$ cat src/rtl/sprite_blit_scheduler.sv
`timescale 1ns/1ps
`default_nettype none
// ============================================================================
// Module   : sprite_blit_scheduler
// Purpose  : Shares one vga_adapter pixel-write port and the sprite ROM
//            address bus among NUM_REQ requesters. Requesters are granted
//            round-robin. The granted rectangle is rastered one pixel per
//            cycle while the ROM address is driven. x/y/plot are delayed by
//            ROM_LAT cycles so that they line up with the ROM data.
// Ports    : CLOCK_50  - system clock
//            reset     - synchronous, active-low reset
//            req       - level request per requester, held until done
//            req_x0/y0 - packed rectangle origins (9/8 bits per requester)
//            req_w/h   - packed rectangle size (9/8 bits, 0 allowed)
//            grant     - one-hot owner of the port
//            done      - one-cycle completion pulse per requester
//            busy      - high whenever the FSM is not idle
//            rom_addr  - linear sprite address 0..w*h-1
//            rom_sel   - binary index of the owner (ROM output mux select)
//            vga_x/y   - pixel coordinate aligned to ROM data
//            vga_plot  - pixel write strobe aligned to ROM data
// Revision : 1.0 - initial release
// ============================================================================
module sprite_blit_scheduler #(
    parameter int NUM_REQ = 4,
    parameter int SEL_W   = 2,
    parameter int ADDR_W  = 16,
    parameter int ROM_LAT = 1,
    parameter int SCR_W   = 320,
    parameter int SCR_H   = 240
) (
    input  logic                 CLOCK_50,
    input  logic                 reset,
    input  logic [NUM_REQ-1:0]   req,
    input  logic [NUM_REQ*9-1:0] req_x0,
    input  logic [NUM_REQ*8-1:0] req_y0,
    input  logic [NUM_REQ*9-1:0] req_w,
    input  logic [NUM_REQ*8-1:0] req_h,
    output logic [NUM_REQ-1:0]   grant,
    output logic [NUM_REQ-1:0]   done,
    output logic                 busy,
    output logic [ADDR_W-1:0]    rom_addr,
    output logic [SEL_W-1:0]     rom_sel,
    output logic [8:0]           vga_x,
    output logic [7:0]           vga_y,
    output logic                 vga_plot
);

    localparam logic [2:0] c_IDLE  = 3'd0;
    localparam logic [2:0] c_ARB   = 3'd1;
    localparam logic [2:0] c_SCAN  = 3'd2;
    localparam logic [2:0] c_FLUSH = 3'd3;
    localparam logic [2:0] c_DONE  = 3'd4;

    logic [2:0]         r_state;
    logic [SEL_W-1:0]   r_ptr;
    logic [SEL_W-1:0]   r_win;
    logic [NUM_REQ-1:0] r_grant;
    logic [NUM_REQ-1:0] r_done;
    logic [8:0]         r_x0;
    logic [7:0]         r_y0;
    logic [8:0]         r_w;
    logic [7:0]         r_h;
    logic [8:0]         r_cx;
    logic [7:0]         r_cy;
    logic [ADDR_W-1:0]  r_addr;
    logic               r_abort;
    logic [1:0]         r_flush;

    // Pixel delay pipe; the last stage drives the VGA outputs.
    logic [8:0]         r_px [ROM_LAT];
    logic [7:0]         r_py [ROM_LAT];
    logic               r_pv [ROM_LAT];

    logic               w_found;
    logic [SEL_W-1:0]   w_win;
    logic [SEL_W-1:0]   w_cand;
    logic [8:0]         w_wx0;
    logic [7:0]         w_wy0;
    logic [8:0]         w_ww;
    logic [7:0]         w_wh;
    logic [9:0]         w_sx;
    logic [8:0]         w_sy;
    logic               w_valid_in;
    logic               w_last_col;
    logic               w_last_row;
    logic               w_owner_req;

    function automatic logic [SEL_W-1:0] f_wrap(input int k);
        return (k >= NUM_REQ) ? SEL_W'(k - NUM_REQ) : SEL_W'(k);
    endfunction

    // Round-robin: first set request at or after the pointer, wrapping.
    always_comb begin
        w_found = 1'b0;
        w_win   = '0;
        w_cand  = '0;
        for (int i = 0; i < NUM_REQ; i++) begin
            w_cand = f_wrap(int'(r_ptr) + i);
            if (!w_found && req[w_cand]) begin
                w_found = 1'b1;
                w_win   = w_cand;
            end
        end
    end

    assign w_wx0 = req_x0[int'(w_win)*9 +: 9];
    assign w_wy0 = req_y0[int'(w_win)*8 +: 8];
    assign w_ww  = req_w [int'(w_win)*9 +: 9];
    assign w_wh  = req_h [int'(w_win)*8 +: 8];

    // One extra bit on each sum so that coordinates past the screen edge
    // are clipped rather than wrapped back on screen.
    assign w_sx       = {1'b0, r_x0} + {1'b0, r_cx};
    assign w_sy       = {1'b0, r_y0} + {1'b0, r_cy};
    assign w_valid_in = (r_state == c_SCAN) && (w_sx < 10'(SCR_W)) && (w_sy < 9'(SCR_H));
    assign w_last_col = (r_cx == r_w - 9'd1);
    assign w_last_row = (r_cy == r_h - 8'd1);
    assign w_owner_req = |(req & r_grant);

    always_ff @(posedge CLOCK_50) begin
        if (!reset) begin
            r_state <= c_IDLE;
            r_ptr   <= '0;
            r_win   <= '0;
            r_grant <= '0;
            r_done  <= '0;
            r_x0    <= '0;
            r_y0    <= '0;
            r_w     <= '0;
            r_h     <= '0;
            r_cx    <= '0;
            r_cy    <= '0;
            r_addr  <= '0;
            r_abort <= 1'b0;
            r_flush <= '0;
            for (int i = 0; i < ROM_LAT; i++) begin
                r_px[i] <= '0;
                r_py[i] <= '0;
                r_pv[i] <= 1'b0;
            end
        end else begin
            r_done  <= '0;
            r_px[0] <= w_sx[8:0];
            r_py[0] <= w_sy[7:0];
            r_pv[0] <= w_valid_in;
            for (int i = 1; i < ROM_LAT; i++) begin
                r_px[i] <= r_px[i-1];
                r_py[i] <= r_py[i-1];
                r_pv[i] <= r_pv[i-1];
            end

            case (r_state)
                c_IDLE: begin
                    if (|req) begin
                        r_state <= c_ARB;
                    end
                end
                c_ARB: begin
                    if (w_found) begin
                        r_grant <= NUM_REQ'(1) << w_win;
                        r_win   <= w_win;
                        r_x0    <= w_wx0;
                        r_y0    <= w_wy0;
                        r_w     <= w_ww;
                        r_h     <= w_wh;
                        r_cx    <= '0;
                        r_cy    <= '0;
                        r_addr  <= '0;
                        r_abort <= 1'b0;
                        r_ptr   <= (w_win == SEL_W'(NUM_REQ - 1)) ? '0 : w_win + SEL_W'(1);
                        if (w_ww == 9'd0 || w_wh == 8'd0) begin
                            r_done  <= NUM_REQ'(1) << w_win;
                            r_state <= c_DONE;
                        end else begin
                            r_state <= c_SCAN;
                        end
                    end else begin
                        // Request withdrawn between IDLE and ARB.
                        r_state <= c_IDLE;
                    end
                end
                c_SCAN: begin
                    // The current pixel is still issued; only the address
                    // stops advancing once the owner withdraws.
                    if (!w_owner_req) begin
                        r_abort <= 1'b1;
                        r_flush <= '0;
                        r_state <= c_FLUSH;
                    end else if (w_last_col && w_last_row) begin
                        r_flush <= '0;
                        r_state <= c_FLUSH;
                    end else begin
                        r_addr <= r_addr + ADDR_W'(1);
                        if (w_last_col) begin
                            r_cx <= '0;
                            r_cy <= r_cy + 8'd1;
                        end else begin
                            r_cx <= r_cx + 9'd1;
                        end
                    end
                end
                c_FLUSH: begin
                    if (r_flush == 2'(ROM_LAT - 1)) begin
                        if (r_abort) begin
                            r_grant <= '0;
                            r_win   <= '0;
                            r_state <= c_IDLE;
                        end else begin
                            r_done  <= r_grant;
                            r_state <= c_DONE;
                        end
                    end else begin
                        r_flush <= r_flush + 2'd1;
                    end
                end
                c_DONE: begin
                    r_grant <= '0;
                    r_win   <= '0;
                    r_state <= c_IDLE;
                end
                default: begin
                    r_state <= c_IDLE;
                end
            endcase
        end
    end

    assign grant    = r_grant;
    assign done     = r_done;
    assign busy     = (r_state != c_IDLE);
    assign rom_addr = r_addr;
    assign rom_sel  = r_win;
    assign vga_x    = r_px[ROM_LAT-1];
    assign vga_y    = r_py[ROM_LAT-1];
    assign vga_plot = r_pv[ROM_LAT-1];

endmodule
`default_nettype wire

$ cat config.mk
export PLATFORM = sky130hd
export DESIGN_NAME = sprite_blit_scheduler
export DESIGN_NICKNAME = d
export VERILOG_FILES = /design/src/rtl/sprite_blit_scheduler.sv
export SDC_FILE = /design/constraint.sdc
export NUM_CORES = 1
export LEC_CHECK = 0
export CORE_MARGIN = 2
export CORE_UTILIZATION = 53
export DETAILED_ROUTE_END_ITERATION = 6
export GPL_ROUTABILITY_DRIVEN = 0
export PLACE_DENSITY = 0.91
export SYNTH_ARGS = -nofsm -noshare
export SYNTH_HDL_FRONTEND = slang
export SYNTH_SLANG_ARGS = --single-unit
export TNS_END_PERCENT = 100
$ cat constraint.sdc
create_clock -name CLOCK_50 -period 4.2 [get_ports CLOCK_50]
set_clock_uncertainty 0.15 [all_clocks]
set_input_delay 0.63 -clock CLOCK_50 [delete_from_list [all_inputs] [get_ports CLOCK_50]]
set_output_delay 0.63 -clock CLOCK_50 [all_outputs]
set_load 0.02 [all_outputs]
After elaboration in Yosys (flattened, before gate mapping)
Memories as Yosys holds them, arrays and structs flattened. Index checks and enable logic that the tools add are counted.

Input bits: 142. Logic and storage cells: 168. Memories kept: 3. Memory bits (writable): 18. Output and inout port bits: 45. Bits in registers: 85.

Shift-type cells: 5. Add/sub/neg operators: 16. $lt $le $gt $ge: 10. Bitwise operators: 1. Reductions and logical operators: 31. Multiply operators: 1. Eq/ne operators: 17. Muxes and demuxes: 70.

Memories: r_px (depth 1, width 9, rd ports 1, clocked after memory_dff 0, write ports 1, line 71) `logic [8:0] r_px [ROM_LAT];`; r_py (depth 1, width 8, rd ports 1, clocked after memory_dff 0, write ports 1, line 72) `logic [7:0] r_py [ROM_LAT];`; r_pv (depth 1, width 1, rd ports 1, clocked after memory_dff 0, write ports 1, line 73) `logic r_pv [ROM_LAT];`.

Operator list (count): indexed part select 32 x 6 -> 8 bit (2); two-way mux 16 bit (3); two-way mux 9 bit (5); two-way mux 8 bit (5); indexed part select 36 x 32 -> 9 bit (1); indexed part select 36 x 7 -> 9 bit (1); one-hot mux 16 bit (2 select lines) (1); two-way mux 2 bit (15); two-way mux 4 bit (6); two-way mux 3 bit (7); != test 2 bit, second input constant (9); one-hot mux 9 bit (2 select lines) (1); adder 16 x 1 -> 16 bit, second input constant (1); two-way mux 1 bit (16); one-hot mux 8 bit (2 select lines) (1); less-than comparator 2 x 3 -> 1 bit, second input constant (4); one-hot mux 3 bit (4 select lines) (1); one-hot mux 4 bit (3 select lines) (1); AND reduction 3 bit (4); adder 9 x 9 -> 10 bit (1); less-than comparator 10 x 9 -> 1 bit, second input constant (1); adder 8 x 8 -> 9 bit (1); adder 9 x 1 -> 9 bit, second input constant (1); == test 9 bit (1); other kinds (40) (62).

Longest topological paths before layout
Gate-level depths: netlist of run 1.

Depth after elaboration: 21. Gate-level depth with buffers: 13. Gate-level depth less buffers: 11.

Least setup slack after synthesis of run 1
No wires, ideal clock.

Path kind: input to register. Start point: in req[0]. End point: reg r_done[0], in the netlist done[0]. Arrival: 2.616 ns. Cell stages on the path: 10. Setup slack: 1.317 ns. Data required time: 3.933 ns. Path buffers: 3. Setup time: 0.117 ns. Path through: and2_4 o211a_1 nor2_1 buf_2 buf_2 clkinv_1 clkbuf_1 ha_1 and3_1 a22o_1.

Cells in the longest elaborated chain, start to end: 19. Elaborated cells between the ends (all ways): 32. Those cells by class: mul (1); shift (3); mux (19); reduce/logical (9).

RTL lines: start: declaration (line 34) `input logic [NUM_REQ-1:0] req,`; binary-select mux 1 bit (select 2 bit) (line 100) `if (!w_found && req[w_cand]) begin`; two-way mux 1 bit (implied by the code) (line 100); two-way mux 1 bit (line 100); logical NOT 1 bit (line 100); logical AND 1 bit (line 100); two-way mux 1 bit (line 100); logical NOT 1 bit (line 100); logical AND 1 bit (line 100); [3 not listed]; two-way mux 2 bit (line 100); multiplier 2 x 4 -> 6 bit (line 109) `assign w_ww = req_w [int'(w_win)*9 +: 9];`; indexed part select 36 x 7 -> 9 bit (line 109); logical NOT 9 bit (line 172) `if (w_ww == 9'd0 || w_wh == 8'd0) begin`; logical OR 1 bit (line 172); two-way mux 4 bit (line 172); two-way mux 4 bit * (line 160) `if (w_found) begin`; one-hot mux 4 bit (2 select lines) * (line 153) `case (r_state)`; end signal: assignment (line 173) `r_done <= NUM_REQ'(1) << w_win;`; end signal: assignment (line 210) `r_done <= r_grant;`; end: declaration (line 59) `logic [NUM_REQ-1:0] r_done;`.

Every way passes the cells marked *; elsewhere a longest branch is shown, timed or not. The select of a mux whose other input is x is not followed. A chain may end at the register's enable or synchronous reset.

Final worst setup path of run 1
Start point: reg r_w[0]. End point: reg r_cy[5].

Cells in the longest elaborated chain, start to end: 5. Elaborated cells between the ends (all ways): 6. Those cells by class: add/sub (1); eq/ne (3); reduce/logical (2).

RTL lines: start: declaration (line 62) `logic [8:0] r_w;`; start signal: assignment (line 165) `r_w <= w_ww;`; subtractor 9 x 1 -> 9 bit * (line 117) `assign w_last_col = (r_cx == r_w - 9'd1);`; == test 9 bit * (line 117); logical AND 1 bit (line 190) `end else if (w_last_col && w_last_row) begin`; != test 2 bit (no source line); AND reduction 5 bit (no source line) *; end signal: assignment (line 197) `r_cy <= r_cy + 8'd1;`; end: declaration (line 65) `logic [7:0] r_cy;`.

Every way passes the cells marked *; elsewhere a longest branch is shown, timed or not.

==> results summary, run 1 <==
The highest clock frequency the design can meet is 288.5 MHz. The number of library cell types mapped by synthesis is 68. The total of flip-flops plus latches after synthesis is 103. The count of inserted antenna diode cells came out at 0.

Setup repair after global routing left no endpoint under its margin. The number of pins with negative max-slew slack in the final report was 0. After filler insertion, the fill cell instance count of the layout stands at 918. The total of endpoints with negative setup slack in the final report came out at 0. For this run, the detailed router's first-pass iteration total came to 5. The run finished with clean final reports. Hold repair after CTS inserted 0 buffers.

The net count after synthesis came out at about 1000. The worst hold path belongs to the class reg -> reg. Buffers added to address setup during post-CTS repair amount to 0. The proportion of synthesized chip area in sequential cells came out at 0.3128. At the end of the flow the core is filled with cells to 0.7363. The DRC violation total after the first TritonRoute iteration is 582. The floorplan step defined a core boundary enclosing ~12000 µm². In the synthesized netlist the dominant register cell turns out to be sky130_fd_sc_hd__dfxtp_1. Of the available clock period, the critical path in the final layout requires 0.8252.

The worst hold slack is 0.3138 ns. The starting density of the core is 0.5466. The area share of the leading cell type in the synthesized netlist came out at 0.3128.

After detailed routing, the total wire length is 18.91 mm. The post-layout net count is 1200. The first-pass GRT wire length is 31.22 mm. The HPWL after detailed placement came out at 14.06 mm. The pin slew with the least headroom to its limit came out at 0.9460 ns. The count of final hold-check violations came out at 0.

After clock tree synthesis, the clock-pin slew on the worst setup and hold paths is 0.07 ns. Compared with the post-synthesis result, the final layout area differs by 34.71%. The worst-case IR drop observed on VDD is 0.0002597 V. The total power divided by cell area is 401.5 nW/µm². Sorting the synthesized cells by area gives the leading types as sky130_fd_sc_hd__dfxtp_1 (31%), sky130_fd_sc_hd__nand2_1 (7.3%), sky130_fd_sc_hd__nand3_1 (7.0%). Of the cells placed in the final design, the portion with a size suffix greater than 1 is 0.05222. The I/O pin total came out at roughly 190. STA classifies the critical path startpoint as a flop.

The pre-CTS setup slack is about 0.48 ns. The via count of the routed design is a little over 7000. The number of buffer cells added on primary ports is 186.

The highest fanout seen on the critical path is 13. At the later pin of the worst-skew pair, clock insertion delay measures 0.35 ns. The chip height came out at 115.5 µm.

The critical path's slowest cell is sky130_fd_sc_hd__or3_1. The pin count of the biggest net entering global routing is 38. The root buffer selected by CTS is sky130_fd_sc_hd__clkbuf_16. The number of instances resized during post-cts repair is 0. The async set or reset register ratio after synthesis came out at 0.

Yosys mapped a number of flops with a built-in enable equal to 0. The die covers 13350 µm². The mean area per synthesized cell is 7.595 µm².

The relative max-transition margin is 0.3610. The via count of the first global-routing pass came out at 6817. The most area-hungry cell type in the Yosys netlist is sky130_fd_sc_hd__dfxtp_1.

The tree built by TritonCTS fans out to between 100 and 150 sinks. The setup slack of the critical path after layout is 0.7342 ns. The die width came out at roughly 120 µm. The global route total overflow came out at 0. The deepest clock path buffer count is 2.

The sort of element at the end of the critical path is a flop. The tool flagged a number of max-cap violations equal to 0. TritonCTS built the clock tree.

The highest cell delay on the worst timing path is 0.52 ns. The via count normalized by instance count came out at 5.861. The setup TNS after final layout came out at 0 ns. The row count is 40. The count of yosys warnings during synthesis is 0. For the worst setup path, the data required time is 4.33 ns. The type of the worst setup path is reg -> reg. CTS built an H-tree with a depth of 3. The initial antenna violation count came to 0.

The leakage power summed over all cells came out at 3.345 nW. The wire length per cell after detailed routing came out at 15.74 µm. The critical path goes through inv_1 -> ha_1 -> o21ba_2 -> a221oi_1 -> a41oi_1 -> nor3_1 -> a41oi_1 -> or3_1 -> or3_1 -> a21oi_1. Counting the buffers created by CTS gives 9. The critical path data arrival time came out at between 3 and 4 ns.

The antenna violation net count after detailed routing came out at 0. Summing every instance area after synthesis gives 6593 µm². The DRC violation count after routing is 0. After technology mapping, the gate count stands at 868.

For this run, the total global-route usage over all layers was measured as 0.2868. The minimum clock period came out at 3.466 ns.
## kinds of logic after synthesis
logic type | share of synthesized area
buffers and inverters | 0.04460
muxes | 0.02202
xor gates and xnor gates | 0.04764
adders and majority gates | 0.05732
and+or+nand+nor | 0.2963
DFF | 0.3128
AOI/OAI and AO/OA | 0.2194
## worst max-delay path, delay by kind of cell, from the launching register on
family | cells | cell delay [ns]
AO/OA/AOI/OAI | 5 | 1.21
buffers and inverters | 1 | 0.08
adder cells (fa/ha/maj) | 1 | 0.32
flip-flops | 1 | 0.46
AND/OR/NAND/NOR | 3 | 1.18
## metal layers
metal  share of wire  routed length [µm]  vias up  track usage
met3           0.076                1429       43      0.03975
li1                -                   -     3447            -
met2            0.48                8989      327       0.5080
met5               0                   0        -            0
met4           0.029                 543        0       0.1165
met1            0.42                7952     3228       0.3502
## power breakdown
group / internal, mW / total, mW / switching [mW]
Sequential: 1.10 / 1.23 / 0.130
Combinational: 0.646 / 1.48 / 0.835
Clock: 0.481 / 0.857 / 0.375
Total: 2.23 / 3.57 / 1.34
## sequential cells by signal, summed over array words and instances (netlist names), 3 cells and up
signal    flops
r_y0          8
r_py          8
r_px          9
r_w           9
r_cy          8
r_cx          9
r_x0          9
grant         4
rom_addr     16
r_state       3
r_h           8
done          4
## cells in the mapped netlist, drive strengths merged, types with 17 or more instances
library cell / number
a21boi: 17
o21ai: 41
inv: 21
a211oi: 18
or3: 22
ha: 27
xnor2: 22
nand2: 129
nor2: 52
a21oi: 72
clkbuf: 35
dfxtp: 103
nand3: 92
## per-stage QoR
step | power, mW | cells | cell area, µm²
after global placement | 2.654 | 1186 | 8573
after detailed placement | 2.698 | 1186 | 8573
after global routing | 3.788 | 1202 | 8881
after floorplan | 2.230 | 868 | 6593
after CTS | 3.557 | 1202 | 8881
final | 3.566 | 1202 | 8881
## layout make-up
cell class                 count  area, µm²  share of cell area
inverter                      22      82.58            0.009298
clock buffer                  10      239.0             0.02691
sequential                   103       2062              0.2322
clock inverter                 6      68.82            0.007749
tap                          168      210.2             0.02367
multi-input combinational    692       4244              0.4779
timing repair buffer         201       1974              0.2223
## placed cells by master (no fill, tap or decap), drive strengths merged, types with 12 or more instances in the layout
cell type	instances
buf	15
inv	22
or3	22
o21ai	41
ha	27
or4	14
nor2	52
nor3	12
xnor2	22
nand3	92
a211oi	18
xor2	13
clkdlybuf4s50	186
and3	16
nand2	129
dfxtp	103
o31ai	13
a21boi	17
a21oi	72
and2	16
## final timing paths
kind / startpoint / end / slack (ns) / cells past startpoint
worst max register to register: r_w[0] / r_cy[5] / 0.73 / 10
worst max-delay path: r_w[0] / r_cy[5] / 0.73 / 10
worst min-delay path: rom_sel[0] / rom_sel[0] / 0.31 / 2
worst min register to register: rom_sel[0] / rom_sel[0] / 0.31 / 2
Note: power is estimated with default switching activity, not from simulation.
==> run 2: changes to the inputs <==
--- a/config.mk
+++ b/config.mk
@@ -6,10 +6,10 @@
 export NUM_CORES = 1
 export LEC_CHECK = 0
 export CORE_MARGIN = 2
-export CORE_UTILIZATION = 53
+export CORE_UTILIZATION = 49
 export DETAILED_ROUTE_END_ITERATION = 6
 export GPL_ROUTABILITY_DRIVEN = 0
-export PLACE_DENSITY = 0.91
+export PLACE_DENSITY = 0.85
 export SYNTH_ARGS = -nofsm -noshare
 export SYNTH_HDL_FRONTEND = slang
 export SYNTH_SLANG_ARGS = --single-unit
==> constraint.sdc (replaced) <==
create_clock -name CLOCK_50 -period 3.3 [get_ports CLOCK_50]
set_clock_uncertainty 0.15 [all_clocks]
set_input_delay 0.495 -clock CLOCK_50 [delete_from_list [all_inputs] [get_ports CLOCK_50]]
set_output_delay 0.495 -clock CLOCK_50 [all_outputs]
set_load 0.02 [all_outputs]
==> run 2 against run 1 <==
  * Fmax is 10% higher
  * Worst hold slack worse by 0.0039 ns
  * Non-clock buffer count is 15 higher
  * Via count is 2.4% lower
  * Total power up 29%
  * First-iteration DRC count decreased by 36%
  * Die area grew 7.9%
  * Sequential share of layout area fell by 0.42 points
  * Final cell count up 1.7%
  * Clock power increased by 28%
  * Register-to-register slack worse by 0.58 ns
  * Design area up 1.8%
  * Critical path type unchanged
  * Highest routed layer unchanged
==> results summary, run 2 (same netlist as run 1, synthesis figures left out) <==
The final design instance area without fill is 9044 µm² (was 8881 µm²). The standard cell core area came out at 13190 µm² (was 12060 µm²). The sort of element at the end of the critical path is a flop (unchanged). The row count came out at 42 (was 40). The via count normalized by instance count came out at 5.622 (was 5.861). The post-route fraction of the period consumed by the critical path came out at 0.9546 (was 0.8252). The die width came out at 120.0 µm (was 115.5 µm). The number of buffer cells added on primary ports was 186 (unchanged). The post-detailed-placement cell area is 8733 µm² (was 8573 µm²). The CTS buffer count came out at 9 (unchanged). The area growth from synthesis to layout came out at 37.18% (was 34.71%). The root buffer selected by CTS is sky130_fd_sc_hd__clkbuf_16 (unchanged). The data required time of the critical path came out at 3.41 ns (was 4.33 ns). Setup repair after global routing missed its margin: no (unchanged). The global route total overflow is 0 (unchanged). The CTS clock-pin slew for the worst setup and hold paths came to 0.07 ns (about the same). The highest fanout seen on the critical path is 37 (was 13). The number of buffers and inverters on the critical path is 1 (unchanged). The highest clock frequency the design can meet came out at 317.5 MHz (was 288.5 MHz). The count of maximum capacitance violations came to 0 (unchanged). The relative max-transition margin is 0.5873 (was 0.3610). Outcome: completed (unchanged). The count of inserted antenna diode cells came out at 0 (unchanged). The critical path data arrival time came out at 3.26 ns (was 3.59 ns). The die outline area is 14400 µm² (was 13350 µm²). The total iterations of the first detailed-routing run was 5 (unchanged). The kind of launch point of the worst setup path is a flop (unchanged). The setup slack of the critical path after layout came out at 0.1499 ns (was 0.7342 ns).

The clock tree from TritonCTS is yes (unchanged). The count of final hold-check violations is 0 (unchanged). The number of flip-flops under the largest register name was 16 (unchanged). Ordered list of cells on the worst path: inv_1 -> ha_1 -> and3_1 -> o311a_1 -> o211ai_1 -> nor4b_4 -> a21o_4 -> or4_1 -> a21oi_1 (was inv_1 -> ha_1 -> o21ba_2 -> a221oi_1 -> a41oi_1 -> nor3_1 -> a41oi_1 -> or3_1 -> or3_1 -> a21oi_1).

The pre-CTS setup slack came out at -0.04111 ns (was 0.4800 ns). The starting density of the core is 0.4998 (was 0.5466). The deepest clock path buffer count is 2 (unchanged). The wire length per cell after detailed routing came out at 14.59 µm (was 15.74 µm). The H-tree depth is 3 (unchanged). The I/O pin total was 187 (unchanged). The kind of cell adding the most delay to the critical path is compound AO/OA/AOI/OAI gates (unchanged).

The DRC violation total after the first TritonRoute iteration is 372 (was 582). The number of pins with negative max-slew slack in the final report came out at 0 (unchanged). The via count of the first global-routing pass came to 6417 (was 6817). The clock insertion delay at the later pin of the skew report is 0.34 ns (was 0.35 ns). The minimum clock period was 3.150 ns (was 3.466 ns). The global-route usage over all layers is 0.2500 (was 0.2868). The highest cell delay on the worst timing path is 0.53 ns (was 0.52 ns). The DRC violation count after routing is 0 (unchanged). The worst hold path class is reg -> reg (unchanged). The pin count of the biggest net entering global routing is 41 (was 38). The leading cell type in the layout, fill and taps excluded is sky130_fd_sc_hd__clkdlybuf4s50_1 (unchanged). Most frequent cells in the layout: sky130_fd_sc_hd__clkdlybuf4s50_1 (186), sky130_fd_sc_hd__nand2_1 (129), sky130_fd_sc_hd__dfxtp_1 (103) (unchanged). The total of endpoints with negative setup slack in the final report came out at 0 (unchanged).

The count of clock tree sinks came to 103 (unchanged). The number of fillers in the final layout was 1047 (was 918). The worst voltage drop across the vdd grid came out at 0.0003098 V (was 0.0002597 V). The type of the worst setup path was reg -> reg (unchanged). The first-pass GRT wire length came out at 29.82 mm (was 31.22 mm). The pin slew with the least headroom to its limit came to 0.6184 ns (was 0.9460 ns).

The share of layout cells above drive strength 1 came to 0.06304 (was 0.05222). The HPWL after detailed placement came out at 13.71 mm (was 14.06 mm). The overall power is 4.591 mW (was 3.566 mW). The leakage power summed over all cells is 3.435 nW (was 3.345 nW). The chip height came to 120.0 µm (was 115.5 µm). The via count of the routed design is 6876 (was 7045).

The antenna violation net count after detailed routing was 0 (unchanged). The total length of routed wires is 17.84 mm (was 18.91 mm). The total power divided by cell area is 507.6 nW/µm² (was 401.5 nW/µm²).

The number of hold buffers added after CTS is 0 (unchanged). The initial antenna violation count is 0 (unchanged). The critical path's slowest cell was sky130_fd_sc_hd__or4_1 (was sky130_fd_sc_hd__or3_1). The post-layout net count came out at 1215 (was 1200). The worst hold slack is 0.3099 ns (was 0.3138 ns).
run 2: cell types whose count changed in the layout (fill, tap and decap cells not counted), sizes merged:
cell	delta
buf	+15
clkinv	-2
bufinv	+1
inv	-1
run 2: worst min-delay path, cell delays in order, from the launching register on:
cell	delay (ns)
sky130_fd_sc_hd__dfxtp_1	0.31
sky130_fd_sc_hd__nand2_1	0.05
sky130_fd_sc_hd__a21oi_1	0.05
run 2: power by group:
group | internal (mW) | switching, mW | total (mW) | leakage (nW)
registers | 1.40 | 0.162 | 1.56 | 0.838
logic | 0.885 | 1.05 | 1.93 | 2.45
clock network | 0.655 | 0.441 | 1.10 | 0.144
total | 2.94 | 1.65 | 4.59 | 3.43
run 2: timing repair:
action,4_1_cts,5_1_grt
setup endpoints to repair,0,2
buffers inserted,0,0
gates resized for setup,0,1
run 2: cell type report:
type | instances | area, µm² | share of cell area
Timing Repair Buffer | 216 | 2125 | 0.2349
Tap cell | 176 | 220.2 | 0.02435
Clock buffer | 10 | 229.0 | 0.02532
Clock inverter | 4 | 72.57 | 0.008024
Sequential cell | 103 | 2062 | 0.2280
Multi-Input combinational cell | 692 | 4253 | 0.4703
Inverter | 22 | 82.58 | 0.009131
run 2: through the flow:
| step | utilization | TNS, ns | std cells |
|---|---|---|---|
| 4_1_cts | 0.6850 | 0 | 1223 |
| 6_report | 0.6856 | 0 | 1223 |
| 5_1_grt | 0.6856 | 0 | 1223 |
| 3_5_place_dp | 0.6621 | -0.1816 | 1209 |
| 2_1_floorplan | - | 0 | 868 |
| 3_3_place_gp | 0.6621 | 0 | 1209 |
run 2: routing by layer:
layer / vias up / global-route usage / routed length, µm
li1: 3470 / - / -
met1: 3145 / 0.3243 / 7984
met2: 241 / 0.4251 / 8392
met3: 20 / 0.04373 / 1157
met4: 0 / 0.07279 / 305
met5: - / 0 / 0
run 2: path summary, 6_finish.rpt:
check                           startpoint     endpoint  slack (ns)  cells past startpoint
worst min-delay path            rom_sel[0]   rom_sel[0]        0.31                      2
worst min register to register  rom_sel[0]   rom_sel[0]        0.31                      2
worst max-delay path                r_h[0]  rom_addr[8]        0.15                      9
worst max register to register      r_h[0]  rom_addr[8]        0.15                      9
==> run 3: changes to the inputs <==
--- a/config.mk
+++ b/config.mk
@@ -9,7 +9,7 @@
 export CORE_UTILIZATION = 49
 export DETAILED_ROUTE_END_ITERATION = 6
 export GPL_ROUTABILITY_DRIVEN = 0
-export PLACE_DENSITY = 0.85
+export PLACE_DENSITY = 0.82
 export SYNTH_ARGS = -nofsm -noshare
 export SYNTH_HDL_FRONTEND = slang
 export SYNTH_SLANG_ARGS = --single-unit
==> run 3 against run 2 <==
  * Setup slack improved by 0.053 ns
  * Highest routed layer unchanged
  * Global-route usage increased by 0.89 points
  * Sequential share of layout area increased by 0.066 points
  * Fmax increased by 1.7%
==> results summary, run 3 (same netlist as run 1, synthesis figures left out) <==
The H-tree depth came out at 3 (unchanged). The I/O pin total came out at 187 (unchanged). The cell repeated most along the worst path is sky130_fd_sc_hd__a41oi_1.

The worst voltage drop across the vdd grid is 0.0003313 V (was 0.0003098 V). The via count of the routed design is 6893 (was 6876). The total setup buffers inserted after CTS came out at 0 (unchanged). The deepest clock path buffer count is 2 (unchanged).

The cell count after placement is 1209 (unchanged). The total length of routed wires was 18.80 mm (was 17.84 mm). The worst hold path class is reg -> reg (unchanged). The end of the worst hold path is r_y0[0] (was rom_sel[0]). The number of hold buffers added after CTS is 0 (unchanged).

The count of clock tree sinks came out at 103 (unchanged). The highest clock frequency the design can meet came out at 322.8 MHz (was 317.5 MHz). The final cell count without fillers came to 1224 (was 1223).

The antenna violation net count after detailed routing came out at 0 (unchanged). The critical hold path startpoint is r_y0[0] (was rom_sel[0]). The leading cell type in the layout, fill and taps excluded was sky130_fd_sc_hd__clkdlybuf4s50_1 (unchanged). The die outline area is 14400 µm² (unchanged). The met3 routed wirelength is 1.311 mm (was 1.157 mm). The number of fillers in the final layout is 1089 (was 1047). The worst flop-to-flop path startpoint is r_w[1] (was r_h[0]). The total power divided by cell area came out at 506.5 nW/µm² (was 507.6 nW/µm²). The area growth from synthesis to layout is 36.78% (was 37.18%).

The pin slew with the least headroom to its limit is 0.6356 ns (was 0.6184 ns). The total iterations of the first detailed-routing run came to 5 (unchanged). The capture instance of the worst register-to-register path is r_cy[4] (was rom_addr[8]). The overall power is 4.567 mW (was 4.591 mW). The starting density of the core is 0.4998 (unchanged). The cell depth of the worst hold path was 2 (unchanged). The HPWL after detailed placement came out at 14.27 mm (was 13.71 mm).

The critical path's slowest cell is sky130_fd_sc_hd__dfxtp_1 (was sky130_fd_sc_hd__or4_1). Setup repair after global routing missed its margin: no (unchanged). The standard cell core area came out at 13190 µm² (unchanged). The via count normalized by instance count is 5.632 (was 5.622). The count of maximum capacitance violations is 0 (unchanged).

The number of cell instances on the worst register-to-register path came out at 11 (was 9). The CTS buffer count is 9 (unchanged). The root buffer selected by CTS is sky130_fd_sc_hd__clkbuf_16 (unchanged).

The relative max-transition margin came out at 0.5752 (was 0.5873). The via count of the first global-routing pass was 6546 (was 6417). The total of endpoints with negative setup slack in the final report came out at 0 (unchanged). The DRC violation count after routing came to 0 (unchanged). The clock insertion delay at the later pin of the skew report is 0.34 ns (about the same). The highest fanout seen on the critical path is 10 (was 37). The detailed route wirelength on metal2 is 8.862 mm (was 8.392 mm). The pin count of the biggest net entering global routing came to 38 (was 41). The clock tree from TritonCTS is yes (unchanged). The highest cell delay on the worst timing path is 0.41 ns (was 0.53 ns). The uppermost signal routing layer after detailed routing was met4 (unchanged). The kind of launch point of the worst setup path is a flop (unchanged). The CTS clock-pin slew for the worst setup and hold paths was 0.07 ns (about the same). The global route total overflow was 0 (unchanged). The minimum clock period is 3.098 ns (was 3.150 ns). The number of pins with negative max-slew slack in the final report is 0 (unchanged). The initial antenna violation count was 0 (unchanged). The count of final hold-check violations came out at 0 (unchanged). The setup slack of the critical path after layout came to 0.2025 ns (was 0.1499 ns).

Ordered list of cells on the worst path: inv_1 -> ha_1 -> o21ba_2 -> a221oi_1 -> a41oi_1 -> nor3_1 -> a41oi_1 -> buf_4 -> nand4b_1 -> or3_1 -> a21oi_1 (was inv_1 -> ha_1 -> and3_1 -> o311a_1 -> o211ai_1 -> nor4b_4 -> a21o_4 -> or4_1 -> a21oi_1). Most frequent cells in the layout: sky130_fd_sc_hd__clkdlybuf4s50_1 (186), sky130_fd_sc_hd__nand2_1 (129), sky130_fd_sc_hd__dfxtp_1 (103) (unchanged). The post-route fraction of the period consumed by the critical path is 0.9386 (was 0.9546). Outcome: completed (unchanged). The data required time of the critical path came out at 3.42 ns (was 3.41 ns).

The count of inserted antenna diode cells is 0 (unchanged). The type of the worst setup path was reg -> reg (unchanged). The share of layout cells above drive strength 1 is 0.06489 (was 0.06304). The pre-CTS setup slack is -0.02397 ns (was -0.04111 ns).

The row count was 42 (unchanged). The wire length per cell after detailed routing is 15.36 µm (was 14.59 µm). The chip height came to 120.0 µm (unchanged). The number of buffer cells added on primary ports came to 186 (unchanged).

The leakage power summed over all cells came to 3.416 nW (was 3.435 nW). The sort of element at the end of the critical path was a flop (unchanged). The critical path data arrival time is 3.22 ns (was 3.26 ns). The DRC violation total after the first TritonRoute iteration is 447 (was 372). The post-layout net count is 1215 (unchanged). The detailed-routing wirelength on met1 came out at 8.206 mm (was 7.984 mm).

The number of flip-flops under the largest register name is 16 (unchanged). The global-route usage over all layers came to 0.2590 (was 0.2500). The first-pass GRT wire length is 30.66 mm (was 29.82 mm). The die width came out at 120.0 µm (unchanged).

The register-to-register setup slack is 0.20 ns (was 0.15 ns).
==> run 3: power breakdown <==
| group | switching [mW] | internal [mW] |
|---|---|---|
| Combinational | 1.06 | 0.878 |
| Clock | 0.463 | 0.608 |
| Sequential | 0.159 | 1.40 |
| Total | 1.68 | 2.88 |
==> run 3: critical path, delay by kind of cell (launching register included) <==
family / cells / cell delay, ns
adders and majority gates: 1 / 0.31
AOI/OAI and AO/OA: 5 / 1.01
DFF: 1 / 0.41
and+or+nand+nor: 3 / 0.81
buffers and inverters: 2 / 0.31
==> run 3: metal layers <==
metal | global-route usage | up-vias
met1 | 0.3347 | 3141
met2 | 0.4361 | 261
li1 | - | 3460
met4 | 0.08382 | 0
met5 | 0 | -
met3 | 0.04705 | 31
==> run 3: worst max path at each step <==
stage / startpoint / to / slack, ns / cells after the start
after CTS: r_w[1] / r_cx[8] / 0.16 / 10
after floorplan: r_w[0] / r_cx[2] / 0.50 / 12
after global placement: req[2] / done[0] / 0.06 / 10
final: r_w[1] / r_cy[4] / 0.20 / 11
after detailed placement: req[2] / done[0] / -0.02 / 10
after global routing: r_w[1] / r_cy[6] / 0.04 / 11
==> run 3: final cells by class <==
type	instances	area, µm²	area share
inverter	22	82.58	0.009158
clock inverter	4	53.80	0.005966
tap	176	220.2	0.02442
clock buffer	11	242.7	0.02692
timing repair buffer	216	2100	0.2328
multi-input combinational	692	4257	0.4720
sequential	103	2062	0.2287
==> run 3: timing repair <==
item | in CTS | in global routing
gates resized for setup | 0 | 2
setup endpoints to repair | 0 | 8
hold endpoints to repair | 0 | 0
==> run 3: per-stage QoR <==
| stage | util | cell area, µm² | hold WS, ns | TNS [ns] |
|---|---|---|---|---|
| after global routing | 0.6836 | 9017 | 0.3401 | 0 |
| after global placement | 0.6602 | 8708 | 0.2998 | 0 |
| after floorplan | - | 6593 | 0.2867 | 0 |
| after CTS | 0.6827 | 9005 | 0.3149 | 0 |
| after detailed placement | 0.6602 | 8708 | 0.3054 | -0.03668 |
| final | 0.6836 | 9017 | 0.3114 | 0 |
==> variant, RTL diff (flow settings as in run 1) <==
Reset style: asynchronous (`reset`), changed in one clocked block. Comments in the files are not updated.
--- a/src/rtl/sprite_blit_scheduler.sv
+++ b/src/rtl/sprite_blit_scheduler.sv
@@ -120,3 +120,3 @@
 
-    always_ff @(posedge CLOCK_50) begin
+    always_ff @(posedge CLOCK_50 or negedge reset) begin
         if (!reset) begin
Behaviour: differs if reset is asserted again (counterexample within 4 cycles, from zero or initial values and one cycle with reset low); with reset held inactive, the same outputs for 4 cycles.
==> variant against run 1 <==
Hold slack improved by 13 ps; largest power group unchanged; design area up 0.24%; core utilization increased by 0.18 points; non-clock buffer count fell by 3; sequential cell count is the same; synthesized area rose by 0.11%; worst setup slack improved by 46 ps; critical path type unchanged; synthesized cell count decreased by 9.6%; power grew 42%; routed wire length decreased by 1.5%; critical path depth stayed put; highest routed layer unchanged; count of clock-buffer cells in the layout rose by 3.
==> variant: results (changes against run 1) <==
stage,metric,value,unit,change
min_path,hp-class,input port to async pin,,
synth,synth-xor-area-share,6.37,%,+1.6 points
pwr,vdd_drop_max,0.263,mV,+1.3%
grt,grt_max_degree,86,,+130%
clock_tree,cts_buffers,9,,unchanged
synth,ys_async_sr_fraction,100,%,+100 points
synth,synth-main-ff-cell,dfrtp_1,,
final_layout,nets,1125,,-6.3%
grt,grt_pass1_wl,30100,µm,-3.7%
grt,gr-usage-all-layers,28.7,%,+0.065 points
routing,drtIter0Drc,553,,-5.0%
clock_tree,clockRootBuffer,clkbuf_16,,
synth,yosys-top-cells-count,"146 x nand2_1, 103 x dfrtp_1, 94 x nand3_1",,
placed_design,port_buffers,186,,unchanged
setup_path,path_max_fanout,11,,-2
pwr,p_leak,0.00391,µW,+17%
final_layout,nFillCells,863,,-6.0%
clock_tree,clkTransAtPathRegs,60,ps,
clock_tree,h-tree-depth,3,,unchanged
final_layout,n_antenna_cell,0,,unchanged
synth,syn_nets,956,,-8.0%
clock_tree,cts_buffer_depth,2,,unchanged
routing,drt-total-wl,18600,µm,-1.5%
clock_tree,clk-insertion-delay-late,350,ps,about the same
synth,yosys.area_share.adder,5.73,%,-0.0065 points
setup_path,critPathTopFamily,simple AND/OR/NAND/NOR gates,,
placed_design,hpwlAfterDp,14200,µm,+1.3%
synth,seq_area_frac_synth,39.1,%,+7.8 points
status,run_status,completed,,
clock_tree,post_cts_buffers,0,,unchanged
synth,synth_compound_area_share,12.6,%,-9.4 points
grt,grt_pass1_vias,6138,,-10%
setup_path,arrival,3500,ps,-90 ps
setup_path,crit_path_top_delay_cell,o21ai_1,,
synth,synthMuxAreaShare,5.93,%,+3.7 points
synth,yosysUniqueCellTypes,60,,-12%
setup_path,slowest_delay,560,ps,+40 ps
final_layout,drive_gt1_share,5.42,%,+0.20 points
grt,grt_antenna_before_repair,0,,unchanged
routing,dr.pass1.iters,5,,unchanged
synth,ys_warn_count,0,,unchanged
setup_path,endpoint_kind,register,,
sta,slew-limit-headroom,31.0,%,-5.1 points
routing,via_per_inst,5.68,,-3.1%
final_layout,largest_register_ffs,16,,unchanged
clock_tree,ctsResizeCount,0,,unchanged
synth,synth_area_leaders,"dfrtp_1 39%, nand2_1 8.3%, nand3_1 7.1%",,
-- variant: cell type report --
class                           count  area (µm²)  area share, %
Multi-Input combinational cell    614        3770           42.3
Sequential cell                   103        2580           29.0
Timing Repair Buffer              198        1960           22.0
Clock buffer                       13         260           2.92
Tap cell                          168         210           2.36
Inverter                           28         105           1.18
Clock inverter                      3        17.5          0.197
-- variant: stage by stage --
| step | instances | setup slack (ps) | hold slack, ps | cell area (µm²) |
|---|---|---|---|---|
| floorplan | 785 | 1030 | 184 | 6600 |
| global route | 1127 | 422 | 388 | 8900 |
| finish | 1127 | 780 | 327 | 8900 |
| CTS | 1127 | 839 | 333 | 8900 |
| detailed placement | 1111 | 516 | 320 | 8620 |
| global placement | 1111 | 619 | 312 | 8620 |
-- variant: cells by family (layout without fill, tap and decap cells) --
kind of cell | Yosys count | in the layout
simple gates | 370 | 370
compound gates | 129 | 129
flops | 103 | 103
buf+inv | 68 | 242
xor+xnor | 48 | 48
mux | 38 | 38
fa+ha+maj | 29 | 29
-- variant: final timing paths --
path	slack, ps	start	depth (start not counted)	endpoint
max	780	r_w[0]	10	r_cy[6]
min	330	reset	1	r_x0[2]
max reg2reg	780	r_w[0]	10	r_cy[6]
min reg2reg	330	rom_sel[1]	2	rom_sel[1]
max in group asynchronous	2730	reset	2	r_w[0]
min in group CLOCK_50	330	rom_sel[1]	2	rom_sel[1]
-- variant: power breakdown --
part / switching [µW] / leakage (µW) / internal [µW]
logic: 1530 / 0.00244 / 1110
clock network: 350 / 0.000136 / 433
registers: 316 / 0.00133 / 1320
-- variant: metal layers --
layer	GRT usage (%)	share of wire, %	up-vias
met5	0	0	-
met4	11.7	3.2	0
met3	2.93	6.4	44
met2	49.6	49	295
met1	37.1	41	2985
li1	-	-	3076
